**src/rtl/bit_packer.sv**
```systemverilog
`default_nettype none
// ============================================================================
//  Module      : bit_packer
//  Description : Packs 0..16 MSB-first encoder bits per cycle into a
//                continuous stream of 16-bit words. Ready/valid on both
//                sides; flush emits the zero-padded final word marked last.
//  Revision    : 1.0 - initial release
// ============================================================================
module bit_packer (
    input  logic        clk,
    input  logic        rst,
    input  logic [15:0] bits_in,
    input  logic [4:0]  bits_count,
    input  logic        valid_in,
    output logic        ready_in,
    input  logic        flush_in,
    output logic [15:0] word_out,
    output logic [4:0]  word_bits,
    output logic        word_last,
    output logic        word_valid,
    input  logic        word_ready,
    output logic        flush_busy,
    output logic [15:0] words_emitted
);

    localparam logic [0:0] ST_RUN   = 1'b0;
    localparam logic [0:0] ST_FLUSH = 1'b1;

    localparam logic [4:0] c_WORD_BITS = 5'd16;

    logic [0:0]  r_state;
    logic [31:0] r_acc;
    logic [4:0]  r_fill;
    logic [15:0] r_word_out;
    logic [4:0]  r_word_bits;
    logic        r_word_last;
    logic        r_word_valid;
    logic [15:0] r_words_emitted;

    logic [4:0]  w_cnt;
    logic        w_load_ok;
    logic        w_handshake;
    logic        w_last_hs;
    logic        w_emit;
    logic        w_flush_emit;
    logic        w_ready;
    logic        w_accept;
    logic [4:0]  w_post_fill;
    logic [31:0] w_post_acc;
    logic [15:0] w_field;
    logic [31:0] w_ins;

    // Out-of-range counts saturate to a full 16-bit field.
    assign w_cnt       = (bits_count > c_WORD_BITS) ? c_WORD_BITS : bits_count;

    assign w_load_ok   = !r_word_valid || word_ready;
    assign w_handshake = r_word_valid && word_ready;
    assign w_last_hs   = w_handshake && r_word_last;

    // fill >= 16 is exactly fill[4] since fill never exceeds 31.
    assign w_emit      = r_fill[4] && w_load_ok;

    // Once the last word is pending, the flush must not load another word
    // while that one is being handshaked.
    assign w_flush_emit = (r_state == ST_FLUSH) && !r_fill[4] && w_load_ok
                          && !(r_word_valid && r_word_last);

    assign w_ready     = (r_state == ST_RUN) && (!r_fill[4] || w_emit);
    assign w_accept    = valid_in && w_ready;

    // Accumulator view after this cycle's emit, if any.
    assign w_post_fill = w_emit ? (r_fill - c_WORD_BITS) : r_fill;
    assign w_post_acc  = w_emit ? {r_acc[15:0], 16'h0000} : r_acc;

    // Keep only the counted top bits so acc stays zero below fill.
    assign w_field     = bits_in & ~(16'hFFFF >> w_cnt);
    assign w_ins       = {w_field, 16'h0000} >> w_post_fill;

    // Accumulator, output word register, flush state and word counter.
    always_ff @(posedge clk) begin
        if (rst) begin
            r_state         <= ST_RUN;
            r_acc           <= 32'h0;
            r_fill          <= 5'd0;
            r_word_out      <= 16'h0;
            r_word_bits     <= 5'd0;
            r_word_last     <= 1'b0;
            r_word_valid    <= 1'b0;
            r_words_emitted <= 16'h0;
        end else begin
            if (w_flush_emit) begin
                r_acc  <= 32'h0;
                r_fill <= 5'd0;
            end else if (w_accept) begin
                r_acc  <= w_post_acc | w_ins;
                r_fill <= w_post_fill + w_cnt;
            end else begin
                r_acc  <= w_post_acc;
                r_fill <= w_post_fill;
            end

            if (w_emit) begin
                r_word_out   <= r_acc[31:16];
                r_word_bits  <= c_WORD_BITS;
                r_word_last  <= 1'b0;
                r_word_valid <= 1'b1;
            end else if (w_flush_emit) begin
                r_word_out   <= r_acc[31:16];
                r_word_bits  <= r_fill;
                r_word_last  <= 1'b1;
                r_word_valid <= 1'b1;
            end else if (w_handshake) begin
                r_word_valid <= 1'b0;
            end

            if ((r_state == ST_RUN) && flush_in) begin
                r_state <= ST_FLUSH;
            end else if (w_last_hs) begin
                r_state <= ST_RUN;
            end

            if (w_last_hs) begin
                r_words_emitted <= 16'h0;
            end else if (w_handshake) begin
                r_words_emitted <= r_words_emitted + 16'd1;
            end
        end
    end

    assign ready_in      = w_ready;
    assign word_out      = r_word_out;
    assign word_bits     = r_word_bits;
    assign word_last     = r_word_last;
    assign word_valid    = r_word_valid;
    assign flush_busy    = (r_state == ST_FLUSH);
    assign words_emitted = r_words_emitted;

endmodule
`default_nettype wire
```
**config.mk**
```make
export PLATFORM = sky130hd
export DESIGN_NAME = bit_packer
export DESIGN_NICKNAME = d
export VERILOG_FILES = /design/src/rtl/bit_packer.sv
export SDC_FILE = /design/constraint.sdc
export NUM_CORES = 1
export LEC_CHECK = 0
export BUFFER_PORTS_ARGS = -buffer_cell sky130_fd_sc_hd__clkbuf_2
export CORE_MARGIN = 10
export CORE_UTILIZATION = 50
export DETAILED_ROUTE_END_ITERATION = 6
export MAX_ROUTING_LAYER = met4
export PLACE_DENSITY = 0.74
export RECOVER_POWER = 100
export SLEW_MARGIN = 30
export SYNTH_ARGS = -nofsm -noshare
export SYNTH_HDL_FRONTEND = slang
export SYNTH_SLANG_ARGS = --single-unit
```
**constraint.sdc**
```tcl
create_clock -name clk -period 2 [get_ports clk]
set_input_delay 0.2 -clock clk [delete_from_list [all_inputs] [get_ports clk]]
set_output_delay 0.2 -clock clk [all_outputs]
set_load 0.02 [all_outputs]
```
==> reports/qor.txt, run 1 <==
Status = finished clean
Dpl hpwl = 9857 um
Synth top cells by count = 94 x nand2_1, 77 x dfxtp_1, 56 x nor2_1
Fin nets = 663
Post-synth EDFFs = 0
Most frequent cell after synthesis = nand2_1
Synth top area cells = dfxtp_1 35%, nand2_1 8.1%, a21oi_1 5.4%
Int Power = 2515 uW
Startpoint type of the worst setup path = flip-flop
Max-cap violations = 0
Antenna violations before repair = 0
Port Buffer Count = 66
Asr flop ratio synth = 0%
Clk pwr share = 36.4%
GRT Total Usage = 19.88%
RSZ-0062 raised after global routing = no
Htree depth = 3
HP Class = primary input to flip-flop
Area leader, netlist = dfxtp_1
Router iterations before antenna repair = 6
Max rail drop VDD = 0.0003783 V
Dpl ws = -0.01529 ns
Placed cells = 727
Area grow syn2layout = 18.59%
Yosys warning total = 0
Total Wirelength = 12,730 um
Critical path fanouts, max = 8
Hold Crit Depth = 3
Num CTS Buffers = 9
Worst EP required = 2.26 ns
CTS Buffer Depth = 2
Clk_lat worst skew = 0.35 ns
Post-Syn Nets = 582
Vias = 4,325
Aggregate negative setup slack = 0 ns
DRT iter0 DRCs = 410
Register-to-register setup slack = 0.09 ns
Ys flop type = dfxtp_1
Worst hold path startpoint = flush_in
Sw Share = 28.38%
Pin count of the biggest net entering global routing = 33
GRT overflow = 0
Sequential element share of the synthesized area = 35.34%
Antenna viol nets, final = 0
Post-synthesis register bit count = 77
Syn avg cell area = 7.916 um^2
Period utilization = 95.36%
Core Area = 0.008593 mm^2
Least-Margin Pin Slew = 0.5334 ns
Post-synth top area share = 35.34%
First-pass GRT wire length = 21,070 um
Post-synthesis cell count = 551
Max Freq = 524.3 MHz
R2R depth = 7
Tmin final = 1.907 ns
Syn Std Cell Area = 0.004362 mm^2
Vias in the first global route = 4,280
Vert. Die Dim = 113.4 um
Wirelength per Cell = 17.08 um
Final Max Tran Viols = 0
Root buffer cell = clkbuf_8
Full die area = 0.01286 mm^2
Setup WS post-layout = 0.09280 ns
Reg power frac = 45.8%
Reg-to-Reg End = r_acc[14]
Pwr/cell area = 679.0 mW/mm^2
Fillers = 837
Chip Width = 113.4 um
Top Ports = 67
DRC violations left = 0
Final setup vio count = 0
CTS tree = built
Critical path type = flip-flop to flip-flop
Critical R2R Launch = r_fill[1]
Pleak = 0.001902 uW
Final Skew = 0.01023 ns
Slew margin rel. = 64.44%
Setup crit end kind = flip-flop
Layout cells sized above 1 = 17.27%
Unique masters post-synth = 78
Row count = 34
Combinational Power Share = 17.7%
NetSw = 996.7 uW
Utilization after layout = 60.19%
Clk slew on worst S/H paths = 0.08 ns
# clock sinks = 77
Via/cell ratio = 5.805
Starting Density = 50.76%
Hold_buf cts = 0
Fin. Hold Viols = 0
Worst path arrival time = 2.16 ns
Hold EP = flush_busy
Ant. Diodes = 0
RD Place Congestion = 0.9572
Layout Cells excl Fill = 745
-- layout by cell type (no fill, tap or decap), drive strengths merged, types with 6 or more instances in the layout --
master	n
nand2	94
o22ai	10
nor3	10
nor2b	11
or3	9
inv	8
xor2	11
o21ai	20
clkbuf	80
a31oi	14
nand3	14
a21oi	50
mux2i	16
buf	40
nor2	59
dfxtp	77
nand2b	8
a32oi	7
a211oi	6
-- sequential cells by signal, indices dropped and copies added, names as in the netlist --
register,cells
r_fill,5
word_valid,1
flush_busy,1
word_bits,5
word_last,1
words_emitted,16
r_acc,32
word_out,16
-- kinds of logic (layout without fill, tap and decap cells) --
kind of cell / Yosys count / count (layout) / share of synthesized area [%]
and+or+nand+nor: 232 / 232 / 24.76
AOI/OAI and AO/OA: 152 / 152 / 24.53
DFF: 77 / 77 / 35.34
buffers and inverters: 49 / 135 / 5.737
muxes: 20 / 20 / 4.963
xor gates and xnor gates: 15 / 15 / 3.012
adders and majority gates: 6 / 6 / 1.664
-- power groups by stage --
stage	combinational (uW)	sequential [uW]	clock, uW
after global routing	680	1620	1350
after CTS	623	1610	1300
after floorplan	390	1650	0
after detailed placement	619	1640	0
after global placement	614	1640	0
final	623	1610	1280
-- worst max path at each step --
stage             startpoint         to  slack (ns)
2_1_floorplan  bits_count[4]  r_fill[4]        0.17
3_3_place_gp   bits_count[1]  r_acc[17]        0.04
3_5_place_dp       r_fill[1]  r_fill[4]       -0.02
5_1_grt            r_fill[1]  r_acc[17]        0.02
4_1_cts            r_fill[1]  r_fill[4]       -0.05
6_report           r_fill[1]  r_acc[14]        0.09
-- layer usage --
layer / vias to the layer above / track usage (%) / share of wire [%]
met5: - / - / 0
met4: 0 / 7.699 / 2.1
met3: 19 / 3.150 / 4.7
met2: 152 / 31.99 / 47
met1: 2015 / 24.50 / 46
li1: 2139 / - / -
-- worst max-delay path, cell delays in order, from the launching register on --
cell and delay (ns):
dfxtp_2 0.43, clkinvlp_4 0.14, buf_4 0.18, o22ai_2 0.25, o22ai_1 0.14, a221oi_2 0.28
mux2i_1 0.19, o41ai_2 0.21
-- repair_timing --
item / in CTS / in global routing
cloned: 0 / 0
buffers inserted: 0 / 2
setup endpoints to repair: 2 / 16
resized for setup: 1 / 5
-- final cells by class --
cell class / count / area [um^2] / share of cell area [%]
well taps: 108 / 135.1 / 2.612
clock inverters: 6 / 87.58 / 1.693
clock buffers: 10 / 127.6 / 2.467
inverters: 9 / 37.54 / 0.7257
repair buffers: 110 / 660.6 / 12.77
multi-input cells: 425 / 2580 / 49.88
flip-flops and latches: 77 / 1544 / 29.85
-- through the flow --
| stage | power (uW) | cell area, um^2 | hold slack (ns) |
|---|---|---|---|
| finish | 3512 | 5172 | 0.1494 |
| global route | 3649 | 5172 | 0.1653 |
| CTS | 3530 | 5207 | 0.1339 |
| detailed placement | 2262 | 4989 | 0.4436 |
| global placement | 2256 | 4989 | 0.4381 |
| floorplan | 2043 | 4362 | 0.3701 |
(Power assumes the default switching activity.)
==> run 2, diff against run 1 <==
--- a/config.mk
+++ b/config.mk
@@ -11,7 +11,7 @@
 export DETAILED_ROUTE_END_ITERATION = 6
 export MAX_ROUTING_LAYER = met4
 export PLACE_DENSITY = 0.74
-export RECOVER_POWER = 100
+export RECOVER_POWER = 25
 export SLEW_MARGIN = 30
 export SYNTH_ARGS = -nofsm -noshare
 export SYNTH_HDL_FRONTEND = slang
==> run 2 against run 1 <==
Clock power is essentially flat. Critical path depth is the same. Via count grew 0.37%. Routed wire length grew 0.34%. Largest cell class unchanged. Largest power group unchanged. Highest routed layer unchanged.
==> reports/qor.txt, run 2 (same netlist as run 1, synthesis figures left out) <==
Total Wirelength = 12,770 um
Clk slew on worst S/H paths = 0.08 ns
Vert. Die Dim = 113.4 um
Hold slack final = 0.1441 ns
Fin. Hold Viols = 0
Max reg flops = 32
Pwr/cell area = 676.6 mW/mm^2
Clk pwr share = 36.4%
Crit-path max cell delay = 0.43 ns
First-pass GRT wire length = 21,070 um
DRT iter0 DRCs = 400
Via/cell ratio = 5.827
Int Power = 2524 uW
Most frequent cells in the layout = 94 x nand2_1, 75 x dfxtp_1, 55 x nor2_1
CTS tree = built
RSZ-0062 raised after global routing = no
Most flop-heavy register = r_acc
Aggregate negative setup slack = 0 ns
Critical path type = flip-flop to flip-flop
Fin nets = 663
Setup crit end kind = flip-flop
Starting Density = 50.76%
Worst path arrival time = 2.16 ns
Pin count of the biggest net entering global routing = 33
NetSw = 1004 uW
Root buffer cell = clkbuf_8
Status = finished clean
Max rail drop VDD = 0.0003792 V
Ant. Diodes = 0
Chip Width = 113.4 um
Layout cells sized above 1 = 19.94%
Htree depth = 3
Top Ports = 67
Combinational Power Share = 18.0%
Wirelength per Cell = 17.14 um
Area grow syn2layout = 19.56%
DRC violations left = 0
Max Freq = 526.8 MHz
Router iterations before antenna repair = 5
Utilization after layout = 60.69%
Row count = 34
Final setup vio count = 0
Antenna violations before repair = 0
Slew margin rel. = 63.32%
Period utilization = 94.91%
Placed cells = 727
Least-Margin Pin Slew = 0.5502 ns
Port Buffer Count = 66
Full die area = 0.01286 mm^2
HP Class = primary input to flip-flop
GRT overflow = 0
Antenna viol nets, final = 0
GRT Total Usage = 19.88%
Reg power frac = 45.6%
Layout Cells excl Fill = 745
Vias = 4,341
RD Place Congestion = 0.9572
Num CTS Buffers = 9
Final Max Tran Viols = 0
# clock sinks = 77
Max-cap violations = 0
Worst EP required = 2.26 ns
CTS Buffer Depth = 2
Vias in the first global route = 4,280
Dpl hpwl = 9857 um
Sw Share = 28.46%
Clk_lat worst skew = 0.35 ns
Tmin final = 1.898 ns
Crit-path slowest cell = dfxtp_2
Startpoint type of the worst setup path = flip-flop
Commonest non-fill, non-tap cell in the layout = nand2_1
Critical path fanouts, max = 8
Core Area = 0.008593 mm^2
Critical path, cell by cell = clkinvlp_4 -> buf_12 -> o22ai_2 -> o22ai_1 -> a221oi_2 -> mux2i_1 -> o41ai_2
Pleak = 0.001964 uW
Final Skew = 0.01031 ns
## run 2: power by group through the flow
| stage | registers, uW | clock network (uW) | logic, uW |
|---|---|---|---|
| 4_1_cts | 1610 | 1300 | 623 |
| 2_1_floorplan | 1650 | 0 | 390 |
| 5_1_grt | 1620 | 1350 | 690 |
| 3_5_place_dp | 1640 | 0 | 619 |
| 3_3_place_gp | 1640 | 0 | 614 |
| 6_report | 1610 | 1290 | 634 |
## run 2: metal layers
layer	GRT usage (%)	up-vias	wire [um]
met4	7.699	0	253
met2	31.99	143	5952
met5	-	-	0
met1	24.50	2038	5958
li1	-	2141	-
met3	3.150	19	606
## run 2: metrics by stage
stage,setup slack [ns],total power [uW],cell area (um^2)
final,0.1019,3528,5215
after floorplan,0.1723,2043,4362
after global routing,0.002579,3660,5215
after detailed placement,-0.01529,2262,4989
after CTS,-0.04502,3530,5207
after global placement,0.03872,2256,4989
## run 2: what timing repair did
action / in CTS / in global routing
setup endpoints to repair: 2 / 16
hold buffers: 0 / 0
setup buffers: 0 / 2
gates resized for setup: 1 / 5
## run 2: cell type report
| cell class | count | area [um^2] |
|---|---|---|
| fill | 828 | 3378 |
| multi-input combinational | 425 | 2582 |
| sequential | 77 | 1544 |
| timing repair buffer | 110 | 700.7 |
| tap | 108 | 135.1 |
| clock buffer | 10 | 127.6 |
| clock inverter | 6 | 87.58 |
| inverter | 9 | 37.54 |
## run 2: worst paths after layout
kind          startpoint     endpoint  slack, ns  cells after the start
max            r_fill[1]    r_acc[14]       0.10                      7
min reg2reg  word_out[8]  word_out[8]       0.45                      2
max reg2reg    r_fill[1]    r_acc[14]       0.10                      7
min             flush_in   flush_busy       0.14                      3
## run 2: critical path, delay by kind of cell, from the launching register on
kind | cells | cell delay, ns
compound gates | 4 | 0.86
buf+inv | 2 | 0.33
flops | 1 | 0.43
mux | 1 | 0.18
